$ cat src/rtl/bbox_crop_scaler.sv
// rtl/bbox_crop_scaler.sv - nearest-neighbour crop of a bounding box into a fixed OUT_W x OUT_H tile
module bbox_crop_scaler #(
  parameter int WIDTH  = 100,
  parameter int HEIGHT = 100,
  parameter int OUT_W  = 16,
  parameter int OUT_H  = 16
) (
  input  logic        clk,
  input  logic        rst,
  input  logic        en,
  output logic        rdy,
  input  logic [10:0] xMin,
  input  logic [10:0] xMax,
  input  logic [10:0] yMin,
  input  logic [10:0] yMax,
  output logic [23:0] addr,
  input  logic [7:0]  rddata,
  output logic [15:0] wraddr,
  output logic [7:0]  wrdata,
  output logic        wren,
  output logic        done,
  output logic        err
);

  localparam int LW   = $clog2(OUT_W);
  localparam int LH   = $clog2(OUT_H);
  localparam int PW_X = LW + 12;
  localparam int PW_Y = LH + 12;
  localparam logic [11:0] LP_WIDTH  = 12'(WIDTH);
  localparam logic [11:0] LP_HEIGHT = 12'(HEIGHT);

  typedef enum logic [1:0] {
    S_IDLE  = 2'd0,
    S_ADDR  = 2'd1,
    S_WRITE = 2'd2,
    S_DONE  = 2'd3
  } state_t;

  state_t          r_state;
  state_t          w_state_nxt;

  logic [10:0]     r_xmin;
  logic [10:0]     r_ymin;
  logic [11:0]     r_bw;
  logic [11:0]     r_bh;
  logic [LW-1:0]   r_ox;
  logic [LH-1:0]   r_oy;
  logic [23:0]     r_addr;
  logic            r_err;

  logic            w_valid;
  logic [11:0]     w_bw_in;
  logic [11:0]     w_bh_in;
  logic            w_last_oy;
  logic            w_last;
  logic [LW-1:0]   w_ox_nxt;
  logic [LH-1:0]   w_oy_nxt;
  logic [LW-1:0]   w_ox_map;
  logic [LH-1:0]   w_oy_map;
  logic [10:0]     w_x0;
  logic [10:0]     w_y0;
  logic [PW_X-1:0] w_prod_x;
  logic [PW_Y-1:0] w_prod_y;
  logic [11:0]     w_sx;
  logic [11:0]     w_sy;
  logic [23:0]     w_addr_nxt;

  // Request check: box must be ordered and lie inside the source image.
  always_comb begin
    w_valid = (xMin <= xMax) && (yMin <= yMax) &&
              ({1'b0, xMax} < LP_WIDTH) && ({1'b0, yMax} < LP_HEIGHT);
    w_bw_in = {1'b0, xMax} - {1'b0, xMin} + 12'd1;
    w_bh_in = {1'b0, yMax} - {1'b0, yMin} + 12'd1;
  end

  // Tile cursor advance (column-major) and source sample address for the next ADDR cycle.
  always_comb begin
    w_last_oy = (r_oy == {LH{1'b1}});
    w_last    = w_last_oy && (r_ox == {LW{1'b1}});
    w_oy_nxt  = r_oy + LH'(1);
    w_ox_nxt  = w_last_oy ? (r_ox + LW'(1)) : r_ox;
    // In IDLE the first sample is (0,0), so the address reduces to the box corner.
    if (r_state == S_IDLE) begin
      w_x0     = xMin;
      w_y0     = yMin;
      w_ox_map = '0;
      w_oy_map = '0;
    end else begin
      w_x0     = r_xmin;
      w_y0     = r_ymin;
      w_ox_map = w_ox_nxt;
      w_oy_map = w_oy_nxt;
    end
    // Full-width products: ox*bw < OUT_W*bw, so the shifted quotient stays below bw.
    w_prod_x   = PW_X'(w_ox_map) * PW_X'(r_bw);
    w_prod_y   = PW_Y'(w_oy_map) * PW_Y'(r_bh);
    w_sx       = 12'(w_x0) + 12'(w_prod_x >> LW);
    w_sy       = 12'(w_y0) + 12'(w_prod_y >> LH);
    w_addr_nxt = 24'(w_sx) * 24'(HEIGHT) + 24'(w_sy);
  end

  // State register.
  always_ff @(posedge clk or posedge rst) begin
    if (rst) begin
      r_state <= S_IDLE;
    end else begin
      r_state <= w_state_nxt;
    end
  end

  // Next-state and per-state strobes.
  always_comb begin
    w_state_nxt = r_state;
    rdy         = 1'b0;
    wren        = 1'b0;
    done        = 1'b0;
    case (r_state)
      S_IDLE: begin
        rdy = 1'b1;
        if (en && w_valid) begin
          w_state_nxt = S_ADDR;
        end
      end
      S_ADDR: begin
        w_state_nxt = S_WRITE;
      end
      S_WRITE: begin
        wren        = 1'b1;
        w_state_nxt = w_last ? S_DONE : S_ADDR;
      end
      S_DONE: begin
        done        = 1'b1;
        w_state_nxt = S_IDLE;
      end
      default: begin
        w_state_nxt = S_IDLE;
      end
    endcase
  end

  // Box latch, error flag, tile cursor and registered source address.
  always_ff @(posedge clk or posedge rst) begin
    if (rst) begin
      r_xmin <= '0;
      r_ymin <= '0;
      r_bw   <= '0;
      r_bh   <= '0;
      r_ox   <= '0;
      r_oy   <= '0;
      r_addr <= '0;
      r_err  <= 1'b0;
    end else begin
      case (r_state)
        S_IDLE: begin
          if (en) begin
            r_xmin <= xMin;
            r_ymin <= yMin;
            r_bw   <= w_bw_in;
            r_bh   <= w_bh_in;
            if (w_valid) begin
              r_err  <= 1'b0;
              r_ox   <= '0;
              r_oy   <= '0;
              r_addr <= w_addr_nxt;
            end else begin
              r_err  <= 1'b1;
            end
          end
        end
        S_WRITE: begin
          r_ox <= w_ox_nxt;
          r_oy <= w_oy_nxt;
          // Keep the final sample address on display through DONE and IDLE.
          if (!w_last) begin
            r_addr <= w_addr_nxt;
          end
        end
        default: begin
        end
      endcase
    end
  end

  assign addr   = r_addr;
  assign err    = r_err;
  assign wrdata = rddata;
  assign wraddr = 16'({r_ox, r_oy});

endmodule
$ cat config.mk
export PLATFORM = sky130hd
export DESIGN_NAME = bbox_crop_scaler
export DESIGN_NICKNAME = d
export VERILOG_FILES = /design/src/rtl/bbox_crop_scaler.sv
export SDC_FILE = /design/constraint.sdc
export NUM_CORES = 1
export LEC_CHECK = 0
export CORE_MARGIN = 2
export CORE_UTILIZATION = 40
export DETAILED_ROUTE_END_ITERATION = 8
export GPL_ROUTABILITY_DRIVEN = 0
export PLACE_DENSITY = 0.59
export REMOVE_ABC_BUFFERS = 1
export SLEW_MARGIN = 30
export SYNTH_ARGS = -nofsm -noshare
export SYNTH_HDL_FRONTEND = slang
export SYNTH_SLANG_ARGS = --single-unit
export TNS_END_PERCENT = 100
$ cat constraint.sdc
create_clock -name clk -period 11.1 [get_ports clk]
set_input_delay 2.22 -clock clk [delete_from_list [all_inputs] [get_ports clk]]
set_output_delay 2.22 -clock clk [all_outputs]
set_load 0.005 [all_outputs]
; ---- Word-level counts from Yosys, hierarchy flattened
; Cells that the tools add are included.
[op_classes]
n_addsub = 9
multipliers = 3
magnitude_cmp = 4
n_eq_ne = 9
mux = 20
n_reduce_logical = 10
[ops]
columns = operator, count
row1 = $mux W24, 3
row2 = $pmux W24 S2, 1
row3 = $mul A4 B12 Y16, 2
row4 = $add A11 B12 Y12, 2
row5 = $add A12 B1 Y12 const B, 2
row6 = $sub A11 B11 Y12, 2
row7 = $le A11 B11 Y1, 2
row8 = $lt A11 B7 Y1 const B, 2
row9 = $mux W11, 2
row10 = $add A19 B12 Y20, 1
row11 = $mux W4, 5
row12 = $mul A12 B5 Y17 const B, 1
row13 = $pmux W4 S2, 2
row14 = $add A4 B1 Y4 const B, 2
row15 = $eq A4 B4 Y1 const B, 2
row16 = $pmux W2 S4, 1
row17 = $ne A2 B2 Y1 const B, 3
row18 = $logic_and A1 B1 Y1, 5
row19 = $eq A2 B2 Y1 const B, 2
row20 = $mux W1, 4
row21 = $mux W2, 2
row22 = $reduce_and A4 Y1, 1
row23 = $reduce_and A3 Y1, 1
row24 = $eq A2 B1 Y1 const B, 1
row25 = 4 further kinds, 4
[totals]
ff_bits = 81
inputBits = 55
out_inout_bits = 52

; ---- Longest topological paths before layout
[depth]
depth_word = 10
ltp_mapped = 42
mapped_depth_nobuf = 41

; ---- Worst setup path before layout
; No wires, ideal clock.
[synth_path]
kind = register to register
from = register r_oy[0]
to = register r_addr[18], in the netlist addr[18]
setup_time_ns = 0.137
arrival_time_ns = 8.188
slack_ns = 2.775
stages_incl_launch_ff = 40
n_path_buf = 2
synth_period_minus_slack_ns = 8.325
path_cell_list = dfrtp_1 -> ha_1 -> and3_1 -> buf_6 -> and4_1 -> xnor2_1 -> nor2_1 -> clkbuf_1 -> nand2_1 -> fa_1 -> fa_1 -> inv_1 -> ha_1 -> nand3_1 -> nor3_1 -> nand2_1 -> a21boi_0 -> o21a_1 -> [4 not listed] -> o21ai_1 -> o31a_1 -> and3_1 -> a211oi_1 -> xor2_1 -> xnor2_1 -> ha_1 -> ha_1 -> ha_1 -> nand2_1 -> or2_2 -> o2111ai_1 -> o211ai_1 -> xnor2_1 -> nand4_1 -> xor2_1 -> xnor2_1 -> a21oi_1
[synth_via]
elab_chain_cells = 10
elab_cells_between_ends = 18
[synth_lines]
columns = element, line
row1 = from (decl), 47  ; logic [LH-1:0] r_oy;
row2 = from (signal assigned), 172  ; r_oy <= w_oy_nxt;
row3 = $eq A4 B4 Y1, 78  ; w_last_oy = (r_oy == {LH{1'b1}});
row4 = $mux W4, 81  ; w_ox_nxt = w_last_oy ? (r_ox + LW'(1)) : r_ox;
row5 = $mux W4, 83  ; if (r_state == S_IDLE) begin
row6 = $mul A4 B12 Y16, 95  ; w_prod_x = PW_X'(w_ox_map) * PW_X'(r_bw);
row7 = $add A11 B12 Y12, 97  ; w_sx = 12'(w_x0) + 12'(w_prod_x >> LW);
row8 = $mul A12 B5 Y17, 99  ; w_addr_nxt = 24'(w_sx) * 24'(HEIGHT) + 24'(w_sy);
row9 = $add A19 B12 Y20, 99
row10 = $mux W24, 160  ; if (w_valid) begin
row11 = $mux W24, 155  ; if (en) begin
row12 = $pmux W24 S2, 153  ; case (r_state)
row13 = to (signal assigned), 164  ; r_addr <= w_addr_nxt;
row14 = to (signal assigned), 175  ; r_addr <= w_addr_nxt;
row15 = to (decl), 48  ; logic [23:0] r_addr;
; Parallel ways exist; a longest one is shown, timed or not. The select of a mux whose other input is x is not followed.
; A chain may end at the register's enable or synchronous reset.

; ---- Worst setup path in the final report
; Ends and elaborated chain as after synthesis.

==> reports/results.txt <==
minimum clock period = 9.29 ns
Via Count = 7868
setup_tns = 0 ns
skew final = 0.00963 ns
FF-to-FF path depth = 37
Die Ht = 162 um
ys flop type = dfrtp_1
Post-synth top cells = ha_1 (168), inv_1 (158), nand2_1 (115), dfrtp_1 (77), o21ai_0 (73)
unrepaired setup endpoints after global routing = no
Area growth, synth to finish = 13.5%
CTS tree = yes
first-pass GRT wire length = 39100 um
syn_area_per_cell = 8.54 sq um
hold path cells = 2
Filler cells = 2370
Reg2Reg Setup Slack = 1.81 ns
actual slew at the worst max-slew pin = 0.925 ns
outcome = finished, final reports clean
total grt overflow = 0
hold worst-path end = r_ymin[8]$_DFFE_PP0P_
slowest CP cell = fa_1
Num CTS Buffers = 9
end of the worst register-to-register path = addr[18]$_DFFE_PP0P_
global routing met2 resource utilization = 0.328
Crit. End Element = flip-flop
layout cells sized above 1 = 0.0542
DRT antenna net count = 0
Sink Count = 77
Die ar. = 26300 sq um
Peak VDD IR = 0.247 mV
GRT Total Usage = 0.185
worst setup path startpoint = r_oy[0]$_DFFE_PP0P_
Initial DRC Count = 325
top cell type's share of synthesized area = 0.210
register area share after synthesis = 0.193
cell taking the most area after synthesis = ha_1
ant diodes = 0
# IOs = 107
final net count = 1506
Netlist cell types = 59
number of synthesized flops with an enable pin = 0
Ys Warns = 0
met1 GRT Util = 0.241
post-CTS setup buffers = 0
clock root cell = clkbuf_16
Pwr Density = 262 nW/um^2
Crit path largest cell delay = 0.54 ns
Detail Placement HPWL = 18500 um
drt total wl = 22800 um
fin crit share = 0.837
H-tree levels = 3
clk_lat worst skew = 0.36 ns
top-count cell post-synth = ha_1
Post-Synth XOR/XNOR Area = 0.0770
GRT Max-Usage Layer = met2
P_leak = 5.75 nW
CTS clk-pin slew, worst paths = 0.06 ns
largest net degree at the start of global routing = 89
Worst Path Buf+Inv = 1
Resize count post-CTS = 0
WL/cell = 14.6 um
HP Start = r_ymin[8]$_DFFE_PP0P_
CTS max path bufs = 2
synthesized cell area = 10000 sq um
number of port buffers = 78
CP required = 11.32 ns
top cells by area, synth = ha_1 (21%), dfrtp_1 (19%), fa_1 (10%)
WS Path Type = flip-flop to flip-flop
Core Rows = 57
Data arrival, critical path = 9.52 ns
Final Hold Viols = 0
Total Power = 2.97 mW
largest family of logic cells by synthesized area = adder cells
worst r2r src = r_oy[0]$_DFFE_PP0P_
Setup Viol. Count Final = 0
drt first pass iters = 5
Max Cap Viol = 0
grt met3 use = 0.0255
CP max FO = 12
compound-gate portion of the synthesized area = 0.133
final slew viol count = 0
initial antenna violation count = 1
post-synthesis mux area share = 0.0382
Top delay family on crit path = adder cells
DR vias/cell = 5.04
Synth Instances = 1171
Seq cells post-synth = 77
core area = 24500 sq um
post-synthesis adder-cell area fraction = 0.312
slew margin rel. = 0.375
Hold Crit Class = flip-flop to flip-flop
drt drc = 0
Setup crit start kind = flip-flop
vias in the first global route = 7963
Post-Synth Simple-Gate Area = 0.163
Starting Density = 0.409
Die Wd = 162 um
CTS Hold Bufs = 0
maximum clock rate = 0.108 GHz
ys async rst share = 1.00
Worst path most repeated cell = ha_1
-- final cells by class --
cell class / instances / area [sq um] / share of cell area
multi-input combinational: 903 / 7290 / 0.642
sequential: 77 / 1930 / 0.170
timing repair buffer: 82 / 815 / 0.0718
inverter: 159 / 598 / 0.0527
tap: 324 / 405 / 0.0357
clock buffer: 9 / 225 / 0.0198
clock inverter: 7 / 96.3 / 0.00849
-- layer usage --
layer / routed length [um] / share of wire
met5: 0 / 0
met4: 244 / 0.011
met3: 736 / 0.032
met2: 11000 / 0.48
met1: 10800 / 0.47
-- how the worst max path moves through the flow --
stage                            to  slack (ns)  cells past startpoint
2_1_floorplan  addr[18]$_DFFE_PP0P_        2.11                     34
3_3_place_gp   addr[18]$_DFFE_PP0P_        2.07                     37
3_5_place_dp   addr[18]$_DFFE_PP0P_        1.83                     37
4_1_cts        addr[18]$_DFFE_PP0P_        1.78                     38
5_1_grt        addr[18]$_DFFE_PP0P_        0.92                     37
6_report       addr[18]$_DFFE_PP0P_        1.81                     37
-- cells by family (layout without fill, tap and decap cells) --
| kind of cell | count (synthesis) | after routing |
|---|---|---|
| other | 1 | 12 |
| AO/OA/AOI/OAI | 218 | 218 |
| adder cells (fa/ha/maj) | 219 | 219 |
| XOR/XNOR | 87 | 87 |
| buffers and inverters | 202 | 257 |
| AND/OR/NAND/NOR | 333 | 333 |
| multiplexers | 34 | 34 |
| flip-flops | 77 | 77 |
-- where the power goes --
group / total [mW] / internal [mW] / switching (mW)
sequential: 0.421 / 0.351 / 0.0707
clock: 0.339 / 0.199 / 0.140
combinational: 2.21 / 1.05 / 1.16
total: 2.97 / 1.60 / 1.37
-- flip-flops by register name, indices dropped and copies added (netlist names) --
name,cells
r_state,2
r_bh,12
r_oy,4
err,1
r_bw,12
addr,20
r_ox,4
r_xmin,11
r_ymin,11
-- cell usage in the layout (no fill, tap or decap), types with 6 or more instances in the layout --
| master | count |
|---|---|
| nand3_1 | 10 |
| inv_1 | 157 |
| conb_1 | 12 |
| xnor2_1 | 55 |
| nand2_1 | 114 |
| o21bai_1 | 6 |
| a21boi_0 | 8 |
| o21ai_0 | 73 |
| o31ai_1 | 9 |
| clkbuf_16 | 9 |
| and3_1 | 9 |
| nand2b_1 | 13 |
| nand4_1 | 12 |
| nor2_1 | 65 |
| mux2_2 | 33 |
| ha_1 | 168 |
| a21o_1 | 13 |
| and2_1 | 49 |
| a31oi_1 | 6 |
| clkdlybuf4s50_1 | 78 |
| o21a_1 | 7 |
| a21oi_1 | 66 |
| xor2_1 | 31 |
| dfrtp_1 | 77 |
| fa_1 | 51 |
| nor3_1 | 15 |
| nor2b_1 | 19 |
-- tightest hold or removal path, delay by kind of cell, from the launching register on --
family           cells  cell delay (ns)
flip-flops           1             0.34
AO/OA/AOI/OAI        1             0.06
AND/OR/NAND/NOR      1             0.05
-- metrics by stage --
stage | cell area [sq um] | setup slack (ns) | hold WS (ns) | util | instances
detailed placement | 11000 | 1.83 | 0.467 | 0.451 | 1545
global route | 11400 | 0.922 | 0.504 | 0.464 | 1561
finish | 11400 | 1.81 | 0.477 | 0.464 | 1561
floorplan | 9800 | 2.11 | 0.446 | - | 1139
global placement | 11000 | 2.07 | 0.457 | 0.451 | 1545
CTS | 11300 | 1.78 | 0.480 | 0.464 | 1561
No activity file was read; power rests on OpenSTA's default activity.
